`config.mk`:
```
export PLATFORM = sky130hd
export DESIGN_NAME = mbist_comparator_flat
export DESIGN_NICKNAME = d
export VERILOG_FILES = /design/src/rtl/mbist_comparator_pkg.sv /design/src/rtl/mbist_comparator_if.sv /design/src/rtl/mbist_comparator_delay_line.sv /design/src/rtl/mbist_comparator.sv /design/src/flat_wrapper.sv
export SDC_FILE = /design/constraint.sdc
export NUM_CORES = 1
export LEC_CHECK = 0
export CELL_PAD_IN_SITES_DETAIL_PLACEMENT = 1
export CELL_PAD_IN_SITES_GLOBAL_PLACEMENT = 2
export CORE_ASPECT_RATIO = 1.4
export CORE_MARGIN = 8
export CORE_UTILIZATION = 24
export CTS_CLUSTER_SIZE = 28
export DETAILED_ROUTE_END_ITERATION = 10
export PLACE_DENSITY_LB_ADDON = 0.15
export SLEW_MARGIN = 30
export SYNTH_ARGS = -nofsm -noshare
export SYNTH_HDL_FRONTEND = slang
export SYNTH_SLANG_ARGS = --single-unit
export TNS_END_PERCENT = 30
```
`constraint.sdc`:
```
create_clock -name clk -period 3.5 [get_ports clk]
set_input_delay 0.7 -clock clk [delete_from_list [all_inputs] [get_ports clk]]
set_output_delay 0.7 -clock clk [all_outputs]
set_load 0.01 [all_outputs]
```
`src/rtl/mbist_comparator_pkg.sv`:
```
// -----------------------------------------------------------------------------
// mbist_pkg
// Shared definitions for the MBIST slice: the controller, the pattern mux and
// the read-data comparator all import this package.
//   - default widths / read latency used as parameter defaults
//   - mbist_state_e : comparator sequencing states
//   - drain_last()  : terminal value of the DRAIN cycle counter
// -----------------------------------------------------------------------------
package mbist_pkg;

  localparam int DEF_DATA_WIDTH = 8;
  localparam int DEF_ADDR_WIDTH = 8;
  localparam int DEF_RD_LAT     = 1;
  localparam int DEF_CNT_WIDTH  = 8;
  localparam int MAX_RD_LAT     = 4;

  typedef enum logic [1:0] {
    ST_IDLE  = 2'd0,
    ST_RUN   = 2'd1,
    ST_DRAIN = 2'd2,
    ST_DONE  = 2'd3
  } mbist_state_e;

  // DRAIN lasts rd_lat cycles; the counter starts at 0 on entry.
  function automatic logic [2:0] drain_last(input int rd_lat);
    return 3'(rd_lat - 1);
  endfunction

endpackage

```
`src/rtl/mbist_comparator_if.sv`:
```
// -----------------------------------------------------------------------------
// mbist_comparator_if
// Bus between the MBIST controller / pattern mux / SRAM and the comparator.
//   controller side (master) drives : start, cmp_en, test_end, addr,
//                                     exp_data, rd_data
//   comparator side (slave) drives  : busy, done, pass, fail, fail_count,
//                                     first_fail_addr, first_fail_syn
// -----------------------------------------------------------------------------
interface mbist_comparator_if
  import mbist_pkg::*;
#(
  parameter int DATA_WIDTH = DEF_DATA_WIDTH,
  parameter int ADDR_WIDTH = DEF_ADDR_WIDTH,
  parameter int CNT_WIDTH  = DEF_CNT_WIDTH
) ();

  logic                  start;
  logic                  cmp_en;
  logic                  test_end;
  logic [ADDR_WIDTH-1:0] addr;
  logic [DATA_WIDTH-1:0] exp_data;
  logic [DATA_WIDTH-1:0] rd_data;

  logic                  busy;
  logic                  done;
  logic                  pass;
  logic                  fail;
  logic [CNT_WIDTH-1:0]  fail_count;
  logic [ADDR_WIDTH-1:0] first_fail_addr;
  logic [DATA_WIDTH-1:0] first_fail_syn;

  modport master (
    output start, cmp_en, test_end, addr, exp_data, rd_data,
    input  busy, done, pass, fail, fail_count, first_fail_addr, first_fail_syn
  );

  modport slave (
    input  start, cmp_en, test_end, addr, exp_data, rd_data,
    output busy, done, pass, fail, fail_count, first_fail_addr, first_fail_syn
  );

endinterface

```
`src/rtl/mbist_comparator_delay_line.sv`:
```
// -----------------------------------------------------------------------------
// mbist_delay_line
// DEPTH-stage shift register that aligns a read request (valid/addr/expected
// word) with the SRAM data returning DEPTH cycles later.
//   clk   : rising-edge clock
//   rst   : synchronous active-high reset, clears every stage
//   flush : synchronous clear of every stage (new test started)
//   din   : request payload entering stage 0
//   dout  : payload leaving the last stage
// -----------------------------------------------------------------------------
module mbist_delay_line #(
  parameter int WIDTH = 1,
  parameter int DEPTH = 1
) (
  input  logic             clk,
  input  logic             rst,
  input  logic             flush,
  input  logic [WIDTH-1:0] din,
  output logic [WIDTH-1:0] dout
);

  logic [WIDTH-1:0] stage_q [DEPTH];
  logic [WIDTH-1:0] stage_d [DEPTH];

  // NOTE: combinational blocks use blocking '=' and assign every element on
  // every pass, so no latch can be inferred.
  always_comb begin
    stage_d[0] = din;
    for (int i = 1; i < DEPTH; i++) begin
      stage_d[i] = stage_q[i-1];
    end
  end

  // NOTE: sequential state uses non-blocking '<=' so all stages sample the
  // pre-edge values and shift together.
  always_ff @(posedge clk) begin
    if (rst || flush) begin
      // NOTE: this array is a handful of pipeline flops, not a RAM, so it is
      // cleared; a stale valid must never reach the comparator.
      for (int i = 0; i < DEPTH; i++) begin
        stage_q[i] <= '0;
      end
    end else begin
      for (int i = 0; i < DEPTH; i++) begin
        stage_q[i] <= stage_d[i];
      end
    end
  end

  assign dout = stage_q[DEPTH-1];

endmodule

```
`src/rtl/mbist_comparator.sv`:
```
// -----------------------------------------------------------------------------
// mbist_comparator
// Compares SRAM read data against the expected pattern RD_LAT cycles after each
// read is issued, and keeps a sticky pass/fail summary for one MBIST run.
//
// Ports
//   clk : rising-edge clock
//   rst : synchronous active-high reset
//   bus : mbist_comparator_if.slave
//         in : start, cmp_en, test_end, addr, exp_data, rd_data
//         out: busy, done, pass, fail, fail_count (saturating),
//              first_fail_addr, first_fail_syn (exp ^ rd of first mismatch)
//
// Build option
//   MBIST_CMP_DIAG_EN : when defined, the address and syndrome of the first
//                       mismatch are captured; otherwise both outputs are tied
//                       to 0 and carry no storage.
//
// Sequencing: IDLE -start-> RUN -test_end-> DRAIN -(RD_LAT cycles)-> DONE
//             -start-> RUN.  start from any state restarts the run.
// -----------------------------------------------------------------------------
module mbist_comparator
  import mbist_pkg::*;
#(
  parameter int DATA_WIDTH = DEF_DATA_WIDTH,
  parameter int ADDR_WIDTH = DEF_ADDR_WIDTH,
  parameter int RD_LAT     = DEF_RD_LAT,     // legal 1..MAX_RD_LAT
  parameter int CNT_WIDTH  = DEF_CNT_WIDTH
) (
  input  logic              clk,
  input  logic              rst,
  mbist_comparator_if.slave bus
);

`ifdef MBIST_CMP_DIAG_EN
  localparam int PAY_W = 1 + ADDR_WIDTH + DATA_WIDTH;
`else
  localparam int PAY_W = 1 + DATA_WIDTH;
`endif

  // ---------------------------------------------------------------------------
  // State
  // ---------------------------------------------------------------------------
  mbist_state_e          state_q, state_d;
  logic [2:0]            drain_cnt_q, drain_cnt_d;
  logic                  busy_q, busy_d;
  logic                  done_q, done_d;
  logic                  pass_q, pass_d;
  logic                  fail_q, fail_d;
  logic [CNT_WIDTH-1:0]  fail_count_q, fail_count_d;

  // ---------------------------------------------------------------------------
  // Request delay line
  // ---------------------------------------------------------------------------
  // Reads are only accepted while RUN (the test_end cycle included); start
  // flushes anything in flight so an old mismatch cannot leak into a new run.
  logic                  cap_valid;
  logic [PAY_W-1:0]      pipe_in;
  logic [PAY_W-1:0]      pipe_out;
  logic                  valid_dly;
  logic [DATA_WIDTH-1:0] exp_dly;

  assign cap_valid = bus.cmp_en && (state_q == ST_RUN);

`ifdef MBIST_CMP_DIAG_EN
  logic [ADDR_WIDTH-1:0] addr_dly;
  assign pipe_in                      = {cap_valid, bus.addr, bus.exp_data};
  assign {valid_dly, addr_dly, exp_dly} = pipe_out;
`else
  // The read address only feeds first-fail capture.
  logic unused_addr;
  assign unused_addr           = ^bus.addr;
  assign pipe_in               = {cap_valid, bus.exp_data};
  assign {valid_dly, exp_dly}  = pipe_out;
`endif

  mbist_delay_line #(
    .WIDTH (PAY_W),
    .DEPTH (RD_LAT)
  ) u_delay (
    .clk   (clk),
    .rst   (rst),
    .flush (bus.start),
    .din   (pipe_in),
    .dout  (pipe_out)
  );

  // ---------------------------------------------------------------------------
  // Compare
  // ---------------------------------------------------------------------------
  logic                  mismatch;
  logic [DATA_WIDTH-1:0] syndrome;

  assign syndrome = exp_dly ^ bus.rd_data;
  assign mismatch = valid_dly && (syndrome != '0);

`ifdef MBIST_CMP_DIAG_EN
  logic [ADDR_WIDTH-1:0] first_fail_addr_q, first_fail_addr_d;
  logic [DATA_WIDTH-1:0] first_fail_syn_q, first_fail_syn_d;
`endif

  // ---------------------------------------------------------------------------
  // Next-state / next-result logic
  // ---------------------------------------------------------------------------
  always_comb begin
    state_d      = state_q;
    drain_cnt_d  = drain_cnt_q;
    fail_d       = fail_q;
    fail_count_d = fail_count_q;
`ifdef MBIST_CMP_DIAG_EN
    first_fail_addr_d = first_fail_addr_q;
    first_fail_syn_d  = first_fail_syn_q;
`endif

    // Sequencing; start outranks test_end and the drain timeout.
    if (bus.start) begin
      state_d     = ST_RUN;
      drain_cnt_d = '0;
    end else begin
      unique case (state_q)
        ST_IDLE:  state_d = ST_IDLE;
        ST_RUN: begin
          if (bus.test_end) begin
            state_d     = ST_DRAIN;
            drain_cnt_d = '0;
          end
        end
        ST_DRAIN: begin
          // The last read needs RD_LAT cycles to return; its result registers
          // on the same edge that enters DONE.
          if (drain_cnt_q == drain_last(RD_LAT)) begin
            state_d = ST_DONE;
          end else begin
            drain_cnt_d = drain_cnt_q + 3'd1;
          end
        end
        ST_DONE:  state_d = ST_DONE;
        default:  state_d = ST_IDLE;
      endcase
    end

    // Results: start clears, otherwise accumulate mismatches.
    if (bus.start) begin
      fail_d       = 1'b0;
      fail_count_d = '0;
`ifdef MBIST_CMP_DIAG_EN
      first_fail_addr_d = '0;
      first_fail_syn_d  = '0;
`endif
    end else if (mismatch) begin
      fail_d = 1'b1;
      if (fail_count_q != '1) begin
        fail_count_d = fail_count_q + 1'b1;
      end
`ifdef MBIST_CMP_DIAG_EN
      if (!fail_q) begin
        first_fail_addr_d = addr_dly;
        first_fail_syn_d  = syndrome;
      end
`endif
    end

    // Status outputs are registered from the next state.
    busy_d = (state_d == ST_RUN) || (state_d == ST_DRAIN);
    done_d = (state_d == ST_DONE);
    pass_d = done_d && !fail_d;
  end

  // ---------------------------------------------------------------------------
  // Registers
  // ---------------------------------------------------------------------------
  always_ff @(posedge clk) begin
    if (rst) begin
      state_q      <= ST_IDLE;
      drain_cnt_q  <= '0;
      busy_q       <= 1'b0;
      done_q       <= 1'b0;
      pass_q       <= 1'b0;
      fail_q       <= 1'b0;
      fail_count_q <= '0;
    end else begin
      state_q      <= state_d;
      drain_cnt_q  <= drain_cnt_d;
      busy_q       <= busy_d;
      done_q       <= done_d;
      pass_q       <= pass_d;
      fail_q       <= fail_d;
      fail_count_q <= fail_count_d;
    end
  end

`ifdef MBIST_CMP_DIAG_EN
  always_ff @(posedge clk) begin
    if (rst) begin
      first_fail_addr_q <= '0;
      first_fail_syn_q  <= '0;
    end else begin
      first_fail_addr_q <= first_fail_addr_d;
      first_fail_syn_q  <= first_fail_syn_d;
    end
  end

  assign bus.first_fail_addr = first_fail_addr_q;
  assign bus.first_fail_syn  = first_fail_syn_q;
`else
  assign bus.first_fail_addr = '0;
  assign bus.first_fail_syn  = '0;
`endif

  assign bus.busy       = busy_q;
  assign bus.done       = done_q;
  assign bus.pass       = pass_q;
  assign bus.fail       = fail_q;
  assign bus.fail_count = fail_count_q;

endmodule

```
`src/flat_wrapper.sv`:
```
// flat-port wrapper written by rule: the top's interface ports become plain ports
module mbist_comparator_flat import mbist_pkg::*;
#(
  parameter int DATA_WIDTH = DEF_DATA_WIDTH,
  parameter int ADDR_WIDTH = DEF_ADDR_WIDTH,
  parameter int RD_LAT     = DEF_RD_LAT,                           
  parameter int CNT_WIDTH  = DEF_CNT_WIDTH
)
  (clk, rst, bus_start, bus_cmp_en, bus_test_end, bus_addr, bus_exp_data, bus_rd_data, bus_busy, bus_done, bus_pass, bus_fail, bus_fail_count, bus_first_fail_addr, bus_first_fail_syn);
  mbist_comparator_if #(.DATA_WIDTH(DATA_WIDTH), .ADDR_WIDTH(ADDR_WIDTH), .CNT_WIDTH(CNT_WIDTH)) bus_i ();
  input  logic clk;
  input  logic rst;
  input wire logic [$bits(bus_i.start)-1:0] bus_start;
  input wire logic [$bits(bus_i.cmp_en)-1:0] bus_cmp_en;
  input wire logic [$bits(bus_i.test_end)-1:0] bus_test_end;
  input wire logic [$bits(bus_i.addr)-1:0] bus_addr;
  input wire logic [$bits(bus_i.exp_data)-1:0] bus_exp_data;
  input wire logic [$bits(bus_i.rd_data)-1:0] bus_rd_data;
  output wire logic [$bits(bus_i.busy)-1:0] bus_busy;
  output wire logic [$bits(bus_i.done)-1:0] bus_done;
  output wire logic [$bits(bus_i.pass)-1:0] bus_pass;
  output wire logic [$bits(bus_i.fail)-1:0] bus_fail;
  output wire logic [$bits(bus_i.fail_count)-1:0] bus_fail_count;
  output wire logic [$bits(bus_i.first_fail_addr)-1:0] bus_first_fail_addr;
  output wire logic [$bits(bus_i.first_fail_syn)-1:0] bus_first_fail_syn;
  assign bus_i.start = bus_start;
  assign bus_i.cmp_en = bus_cmp_en;
  assign bus_i.test_end = bus_test_end;
  assign bus_i.addr = bus_addr;
  assign bus_i.exp_data = bus_exp_data;
  assign bus_i.rd_data = bus_rd_data;
  assign bus_busy = bus_i.busy;
  assign bus_done = bus_i.done;
  assign bus_pass = bus_i.pass;
  assign bus_fail = bus_i.fail;
  assign bus_fail_count = bus_i.fail_count;
  assign bus_first_fail_addr = bus_i.first_fail_addr;
  assign bus_first_fail_syn = bus_i.first_fail_syn;
  mbist_comparator #(.DATA_WIDTH(DATA_WIDTH), .ADDR_WIDTH(ADDR_WIDTH), .RD_LAT(RD_LAT), .CNT_WIDTH(CNT_WIDTH)) u_core (.clk(clk), .rst(rst), .bus(bus_i));
endmodule
```
==> results of run 1 <==
-- kinds of logic (layout without fill, tap and decap cells) --
family                     Yosys count  after routing  synth area share [%]
adders and majority gates            4              4                  4.04
other                                1             16                 0.303
AOI/OAI and AO/OA                   16             16                  8.18
DFF                                 26             26                  42.0
muxes                                4              4                  3.23
buffers and inverters               21             39                  11.2
and+or+nand+nor                     53             53                  23.9
xor gates and xnor gates            10             10                  7.07
-- metrics by stage --
| stage | area (µm²) | cells | hold slack, ps | power [µW] |
|---|---|---|---|---|
| final | 1620 | 234 | 506 | 543 |
| after detailed placement | 1580 | 231 | 496 | 380 |
| after global placement | 1580 | 231 | 483 | 379 |
| after CTS | 1620 | 234 | 510 | 552 |
| after floorplan | 1290 | 150 | 443 | 357 |
| after global routing | 1620 | 234 | 533 | 574 |
-- worst max-delay path by stage --
stage / start / cells past startpoint / slack [ps] / to
after global routing: bus_rd_data[7] / 6 / 1350 / u_core.bus.fail_count[7]
after floorplan: bus_rd_data[6] / 5 / 1800 / u_core.bus.fail_count[5]
final: u_core.bus.fail_count[2] / 1 / 1480 / bus_fail_count[2]
after CTS: u_core.bus.fail_count[2] / 1 / 1460 / bus_fail_count[2]
after detailed placement: bus_rd_data[7] / 6 / 1190 / u_core.bus.fail_count[7]
after global placement: bus_rd_data[7] / 6 / 1180 / u_core.bus.fail_count[7]
-- flip-flops by register name, indices dropped and copies added, names as in the netlist --
name / cells
u_core.drain_cnt_q: 3
u_core.bus.fail_count: 8
u_core.bus.fail: 1
u_core.bus.busy: 1
u_core.bus.pass: 1
u_core.u_delay.stage_q: 9
u_core.state_q: 2
u_core.bus.done: 1
-- routing by layer --
| layer | wire, µm | global-route usage [%] | part of all wire, % | vias to the layer above |
|---|---|---|---|---|
| met2 | 1710 | 15.7 | 56 | 28 |
| met4 | 15 | 2.23 | 0.49 | 0 |
| met1 | 1160 | 8.38 | 38 | 479 |
| met3 | 175 | 2.59 | 5.7 | 2 |
| met5 | 0 | 0 | 0 | - |
| li1 | - | - | - | 490 |
-- cells in the final DEF, fill, tap and decap left out, types with 2 or more instances in the layout --
master / n
nor2b_1: 4
nor2_1: 11
clkdlybuf4s50_1: 32
ha_1: 4
or3_1: 3
nor3_1: 3
inv_1: 3
clkbuf_8: 3
and2_1: 8
nand4_1: 4
mux2i_1: 4
nor4_2: 2
and3_1: 2
nand3_1: 2
dfxtp_1: 26
nand2_1: 9
o21ai_0: 3
xor2_1: 9
conb_1: 16
a31o_1: 2
a21oi_2: 2
or2_2: 2
a21oi_1: 6
-- area by class of cell --
cell class / count / area (µm²) / area share (%)
clock buffers: 3 / 41.3 / 2.55
flip-flops and latches: 26 / 520 / 32.1
well taps: 66 / 82.6 / 5.10
repair buffers: 33 / 328 / 20.2
multi-input cells: 103 / 636 / 39.3
inverters: 3 / 11.3 / 0.696
-- worst reg2reg max path, cell delays in order (launching register included) --
cell     delay, ps
dfxtp_1        390
inv_1           60
ha_1           190
nor2b_1        150
a21oi_1        170
a21oi_1         50
or2_2          280
ha_1           200
nor2b_1        140
o21a_1         110
-- where the power goes --
| group | total [µW] | switching [µW] | internal, µW |
|---|---|---|---|
| Combinational | 65.4 | 30.6 | 34.7 |
| Clock | 171 | 94.2 | 77.1 |
| Sequential | 306 | 4.03 | 302 |
==> impl_metrics.tcl, run 1 <==
set metrics [dict create \
    vias 999 \
    grt_usage_pct 8.27 \
    timing.max_cap.violations 0 \
    rows 31 \
    cts_buffers 3 \
    insertedDiodeCount 0 \
    critPathRequiredTime_ps 2800 \
    antenna_found_initial 0 \
    hp-start "u_core.bus.fail_count[5]" \
    setup.worst_path.class "flip-flop to primary output" \
    htreeDepth 1 \
    rsz0062_at_grt "no" \
    fillCellCount 614 \
    synth_edf_count 0 \
    overflow 0 \
    synth_top_area_cell "dfxtp_1" \
    setup_ws_ps 1480 \
    chipHeight_um 101 \
    postSynthAreaPerCell_um2 9.18 \
    r2r_end "u_core.bus.pass" \
    clock_skew_ps 1.88 \
    cp.buffers_inverters 1 \
    drc 0 \
    path_delay_family "buffers and inverters" \
    detail_route.vias_per_cell 4.27 \
    clock_latency_ps 270 \
    cts_hold_buf 0 \
    end_kind "primary output" \
    grt_pass1_vias 1125 \
    rr_startpoint "u_core.drain_cnt_q[0]" \
    drt.antenna.violating_nets 0 \
    worstSetupStartpointType "flip-flop" \
    max_freq_mhz 494 \
    area_growth_pct 30.7 \
    cts_buffer_depth 2 \
    yosys_most_used_dff "dfxtp_1" \
    synth_top_area_share_pct 42.0 \
    synth_area_leaders "dfxtp_1 (42%), buf_4 (9.7%), xor2_1 (6.4%)" \
    async_flop_share_pct 0 \
    port_buffers 32 \
    grt_max_degree 16 \
    setup_viol 0 \
    ys_types 30 \
    dp_hpwl_um 2550 \
    postCtsSetupBuffers 0 \
    synth_common_cells "dfxtp_1 (26), buf_4 (16), nor2_1 (11), nand2_1 (9), xor2_1 (9)" \
    numClockSinks 26 \
    timing.final.crit_share_pct 57.8 \
    rrSetupSlack_ps 1670 \
    min_period_ps 2020 \
    hp-class "flip-flop to flip-flop" \
    initial_core_util_pct 24.4 \
    ys_seq_elements 26 \
    power_density_nw_per_um2 335 \
    seq_area_frac_synth_pct 42.0 \
    die_x_um 76.7 \
    critical-path-slowest-cell "clkdlybuf4s50_1" \
    status "finished, final reports clean" \
    cts-root-buf "clkbuf_8" \
    min_to "u_core.bus.fail_count[5]" \
    final_util_pct 31.9 \
    totalWireLength_um 3060 \
    coreArea_um2 5080 \
    clk_pin_slew_ps 90 \
    hold_depth 2 \
    die_area_um2 7750 \
    arrival_ps 1320 \
    num-nets-final 203 \
    synth_warnings 0 \
    wl_per_cell_um 13.1 \
    dp_slack_ps 1190 \
    netlist_area_um2 1240 \
    gp_congestion 0.728 \
    post_cts_resized 0 \
    cts_tree "built" \
    cp_cell_sequence "clkdlybuf4s50_1" \
    drv_slew 0 \
    drt_first_pass_iters 2 \
    final_layout_size_suffix_gt1_share_pct 5.95 \
    ir_worst_vdd_mv 0.108 \
    grt_pass1_wl_um 5330 \
    netlist_instances 135 \
    reg2regPathDepth 9 \
    cp_max_fo 7 \
    finalHoldViolations 0 \
    leakagePower_uw 0.000646 \
    synth.most_common_cell "dfxtp_1" \
    drt_iter0_markers 22 \
    cpPeakStageDelay_ps 600 \
    fin_setup_tns_ps 0 \
    pin_count 57 \
]
(Power assumes the default switching activity.)
==> run 2: changes to the inputs <==
- CORE_UTILIZATION: 24 -> 23
- clock period: 3.5 -> 1.9 ns (I/O delays scaled with it)
==> impl_metrics.tcl, run 2 (synthesis gave the netlist of run 1 again) <==
set metrics [dict create \
    post_cts_resized 0 \
    min_period_ps 1760 \
    hp-class "flip-flop to flip-flop" \
    totalWireLength_um 3090 \
    coreArea_um2 5200 \
    drv_slew 0 \
    timing.final.crit_share_pct 92.8 \
    cp.buffers_inverters 1 \
    arrival_ps 1930 \
    cts-root-buf "clkbuf_8" \
    layout.cells.most_common "clkdlybuf4s50_1" \
    cts_buffers 3 \
    port_buffers 32 \
    drc 0 \
    end_kind "flip-flop" \
    status "finished, final reports clean" \
    vias 984 \
    die_x_um 78.0 \
    critPathRequiredTime_ps 2070 \
    area_growth_pct 32.5 \
    initial_core_util_pct 23.8 \
    reg2regPathDepth 9 \
    final_area_um2 1640 \
    clock_latency_ps 270 \
    numClockSinks 26 \
    dp_hpwl_um 2570 \
    grt_pass1_wl_um 4960 \
    route.met2.wl_um 1710 \
    cts_tree "built" \
    min_to "u_core.u_delay.stage_q[0][8]" \
    cp_max_fo 3 \
    clock_skew_ps 1.81 \
    leakagePower_uw 0.000661 \
    final_layout_size_suffix_gt1_share_pct 7.60 \
    drt.antenna.violating_nets 0 \
    largest_reg_flops 9 \
    m1WireLength_um 1180 \
    postCtsSetupBuffers 0 \
    rrSetupSlack_ps 140 \
    chipHeight_um 103 \
    finalHoldViolations 0 \
    drt_first_pass_iters 4 \
    rsz0062_at_grt "no" \
    max_freq_mhz 567 \
    num-nets-final 206 \
    r2r_end "u_core.bus.pass" \
    power_density_nw_per_um2 609 \
    hp-start "u_core.state_q[1]" \
    fin_cells 237 \
    worstSetupStartpointType "flip-flop" \
    report.power.total_uw 999 \
    wl_per_cell_um 13.0 \
    critical-path-slowest-cell "dfxtp_1" \
    path_delay_family "simple AND/OR/NAND/NOR gates" \
    final_cell_mix "clkdlybuf4s50_1 (32), dfxtp_1 (26), conb_1 (16)" \
    dpl.cell_count 234 \
    highest_layer "met4" \
    wl_met3_um 149 \
    setup_viol 0 \
    cts_hold_buf 0 \
    insertedDiodeCount 0 \
    ir_worst_vdd_mv 0.285 \
    hold_depth 1 \
    clk_pin_slew_ps 90 \
    rr_startpoint "u_core.drain_cnt_q[0]" \
    cpPeakStageDelay_ps 380 \
    die_area_um2 8020 \
    timing.max_cap.violations 0 \
    cp_cell_sequence "inv_1 -> ha_1 -> nor2b_1 -> a21oi_1 -> a21oi_1 -> or2_2 -> ha_1 -> nor2b_1 -> o21a_1" \
    drt_iter0_markers 37 \
    rows 31 \
    htreeDepth 1 \
    antenna_found_initial 0 \
    detail_route.vias_per_cell 4.15 \
    pin_count 57 \
    place_area_um2 1600 \
    grt_pass1_vias 1060 \
    grt_usage_pct 7.77 \
    setup.worst_path.class "flip-flop to flip-flop" \
    gp_congestion 0.699 \
    cts_buffer_depth 2 \
    grt_max_degree 14 \
    fin_setup_tns_ps 0 \
    largest-register "u_core.u_delay.stage_q" \
    overflow 0 \
]
run 2: through the flow:
step / worst slack, ps / util (%) / hold slack (ps)
after detailed placement: -162 / 30.8 / 479
after floorplan: 245 / - / 443
final: 137 / 31.6 / 492
after CTS: 115 / 31.6 / 493
after global routing: 25.6 / 31.6 / 539
after global placement: -112 / 30.8 / 471
run 2: worst max path at each step:
stage / from / endpoint / slack [ps] / cells past startpoint
finish: u_core.drain_cnt_q[0] / u_core.bus.pass / 140 / 9
global route: u_core.drain_cnt_q[0] / u_core.bus.pass / 30 / 9
CTS: u_core.drain_cnt_q[0] / u_core.bus.pass / 120 / 9
detailed placement: bus_rd_data[7] / u_core.bus.fail_count[1] / -160 / 7
global placement: bus_rd_data[7] / u_core.bus.fail_count[1] / -110 / 7
floorplan: u_core.drain_cnt_q[0] / u_core.bus.pass / 240 / 9
run 2: power breakdown:
group          internal [µW]  leakage [µW]  total [µW]  switching, µW
Sequential               557      0.000211         564           7.23
Combinational           67.3      0.000428         125           58.0
Clock                    142     0.0000216         310            167
run 2: worst reg2reg max path, stage by stage (launching register included):
cell and delay (ps):
dfxtp_1 380, inv_1 60, ha_1 180, nor2b_1 150, a21oi_1 140, a21oi_1 50, or2_2 280, ha_1 190
nor2b_1 130, o21a_1 110
run 2: metal layers:
metal / global-route usage (%) / vias to the layer above
li1: - / 496
met1: 8.09 / 466
met2: 14.3 / 18
met3: 2.01 / 4
met4: 3.43 / 0
met5: 0 / -
run 2: layout make-up:
| class | count | area, µm² |
|---|---|---|
| Inverter | 3 | 11.3 |
| Sequential cell | 26 | 520 |
| Timing Repair Buffer | 36 | 350 |
| Fill cell | 644 | 3560 |
| Clock buffer | 3 | 41.3 |
| Tap cell | 66 | 82.6 |
| Multi-Input combinational cell | 103 | 636 |
==> run 3: changes to the inputs <==
- PLACE_DENSITY: unset -> 0.89
- PLACE_DENSITY_LB_ADDON: 0.15 -> unset
==> impl_metrics.tcl, run 3 (synthesis gave the netlist of run 1 again) <==
set metrics [dict create \
    max_freq_mhz 565 \
    drt.antenna.violating_nets 0 \
    numClockSinks 26 \
    post_cts_resized 0 \
    final_cell_mix "clkdlybuf4s50_1 (32), dfxtp_1 (26), conb_1 (16)" \
    chipHeight_um 103 \
    drv_slew 0 \
    layout.cells.most_common "clkdlybuf4s50_1" \
    grt_usage_pct 7.95 \
    htreeDepth 1 \
    setup_viol 0 \
    num-nets-final 206 \
    cts_buffer_depth 2 \
    cp.buffers_inverters 1 \
    grt_pass1_wl_um 5130 \
    detail_route.vias_per_cell 4.21 \
    drc 0 \
    use_met2_pct 14.6 \
    leakagePower_uw 0.000672 \
    status "finished, final reports clean" \
    antenna_found_initial 0 \
    grt_max_degree 16 \
    die_area_um2 8020 \
    overflow 0 \
    hp-class "flip-flop to flip-flop" \
    fillCellCount 629 \
    critical-path-slowest-cell "dfxtp_1" \
    area_growth_pct 34.6 \
    cts_tree "built" \
    setup_ws_ps 129 \
    final_layout_size_suffix_gt1_share_pct 8.14 \
    rsz0062_at_grt "yes" \
    cpPeakStageDelay_ps 370 \
    cp_max_fo 3 \
    met1_usage_pct 8.62 \
    setup.worst_path.class "flip-flop to flip-flop" \
    timing.max_cap.violations 0 \
    min_period_ps 1770 \
    critPathRequiredTime_ps 2080 \
    gp_congestion 0.716 \
    cp_cell_sequence "inv_1 -> ha_1 -> nor2b_1 -> a21oi_1 -> a21oi_1 -> or2_2 -> ha_1 -> nor2b_1 -> o21a_1" \
    cts_hold_buf 0 \
    dpl.cell_count 234 \
    use_met3_pct 1.66 \
    cts-root-buf "clkbuf_8" \
    postCtsSetupBuffers 0 \
    die_x_um 78.0 \
    path_delay_family "simple AND/OR/NAND/NOR gates" \
    coreArea_um2 5200 \
    largest-register "u_core.u_delay.stage_q" \
    vias 1003 \
    end_kind "flip-flop" \
    drt_first_pass_iters 2 \
    finalHoldViolations 0 \
    power_density_nw_per_um2 631 \
    wl_per_cell_um 12.5 \
    clk_pin_slew_ps 90 \
    cts_buffers 3 \
    dp_slack_ps -161 \
    rows 31 \
    clock_latency_ps 270 \
    largest_reg_flops 9 \
    worstSetupStartpointType "flip-flop" \
    dp_hpwl_um 2410 \
    arrival_ps 1950 \
    report.power.total_uw 1050 \
    drt_iter0_markers 7 \
    pin_count 57 \
    port_buffers 32 \
    top_usage_layer "met2" \
    fin_cells 238 \
    insertedDiodeCount 0 \
    initial_core_util_pct 23.8 \
    totalWireLength_um 2980 \
    timing.final.crit_share_pct 93.2 \
    clock_skew_ps 2.37 \
    grt_pass1_vias 1136 \
    ir_worst_vdd_mv 0.198 \
]
-- run 3: area by class of cell --
class                           instances  area, µm²  share of cell area (%)
Timing Repair Buffer                   36        363                    21.8
Multi-Input combinational cell        103        636                    38.1
Inverter                                3       11.3                   0.675
Clock buffer                            4       55.1                    3.30
Sequential cell                        26        520                    31.2
Tap cell                               66       82.6                    4.95
-- run 3: power by group --
part           total, µW  internal, µW  switching (µW)  leakage, µW
Sequential           564           557            7.31     0.000211
Combinational        128          70.5            57.6     0.000432
Clock                359           185             174    0.0000288
-- run 3: per-stage QoR --
step | setup TNS [ps] | utilization [%] | hold WS [ps] | area, µm²
detailed placement | -1160 | 31.0 | 474 | 1610
finish | 0 | 32.1 | 484 | 1670
global placement | -1050 | 31.0 | 468 | 1610
global route | -24.1 | 32.1 | 530 | 1670
CTS | 0 | 32.1 | 491 | 1670
floorplan | 0 | - | 443 | 1290
-- run 3: path summary, 6_finish.rpt --
kind | from | to | slack, ps | cells past startpoint
min | u_core.state_q[1] | u_core.u_delay.stage_q[0][8] | 480 | 1
max | u_core.drain_cnt_q[0] | u_core.bus.pass | 130 | 9
max reg2reg | u_core.drain_cnt_q[0] | u_core.bus.pass | 130 | 9
min reg2reg | u_core.state_q[1] | u_core.u_delay.stage_q[0][8] | 480 | 1
-- run 3: metal layers --
layer	vias up	wire length [µm]
met1	467	1270
met5	-	0
li1	496	-
met4	0	53
met3	5	153
met2	35	1510
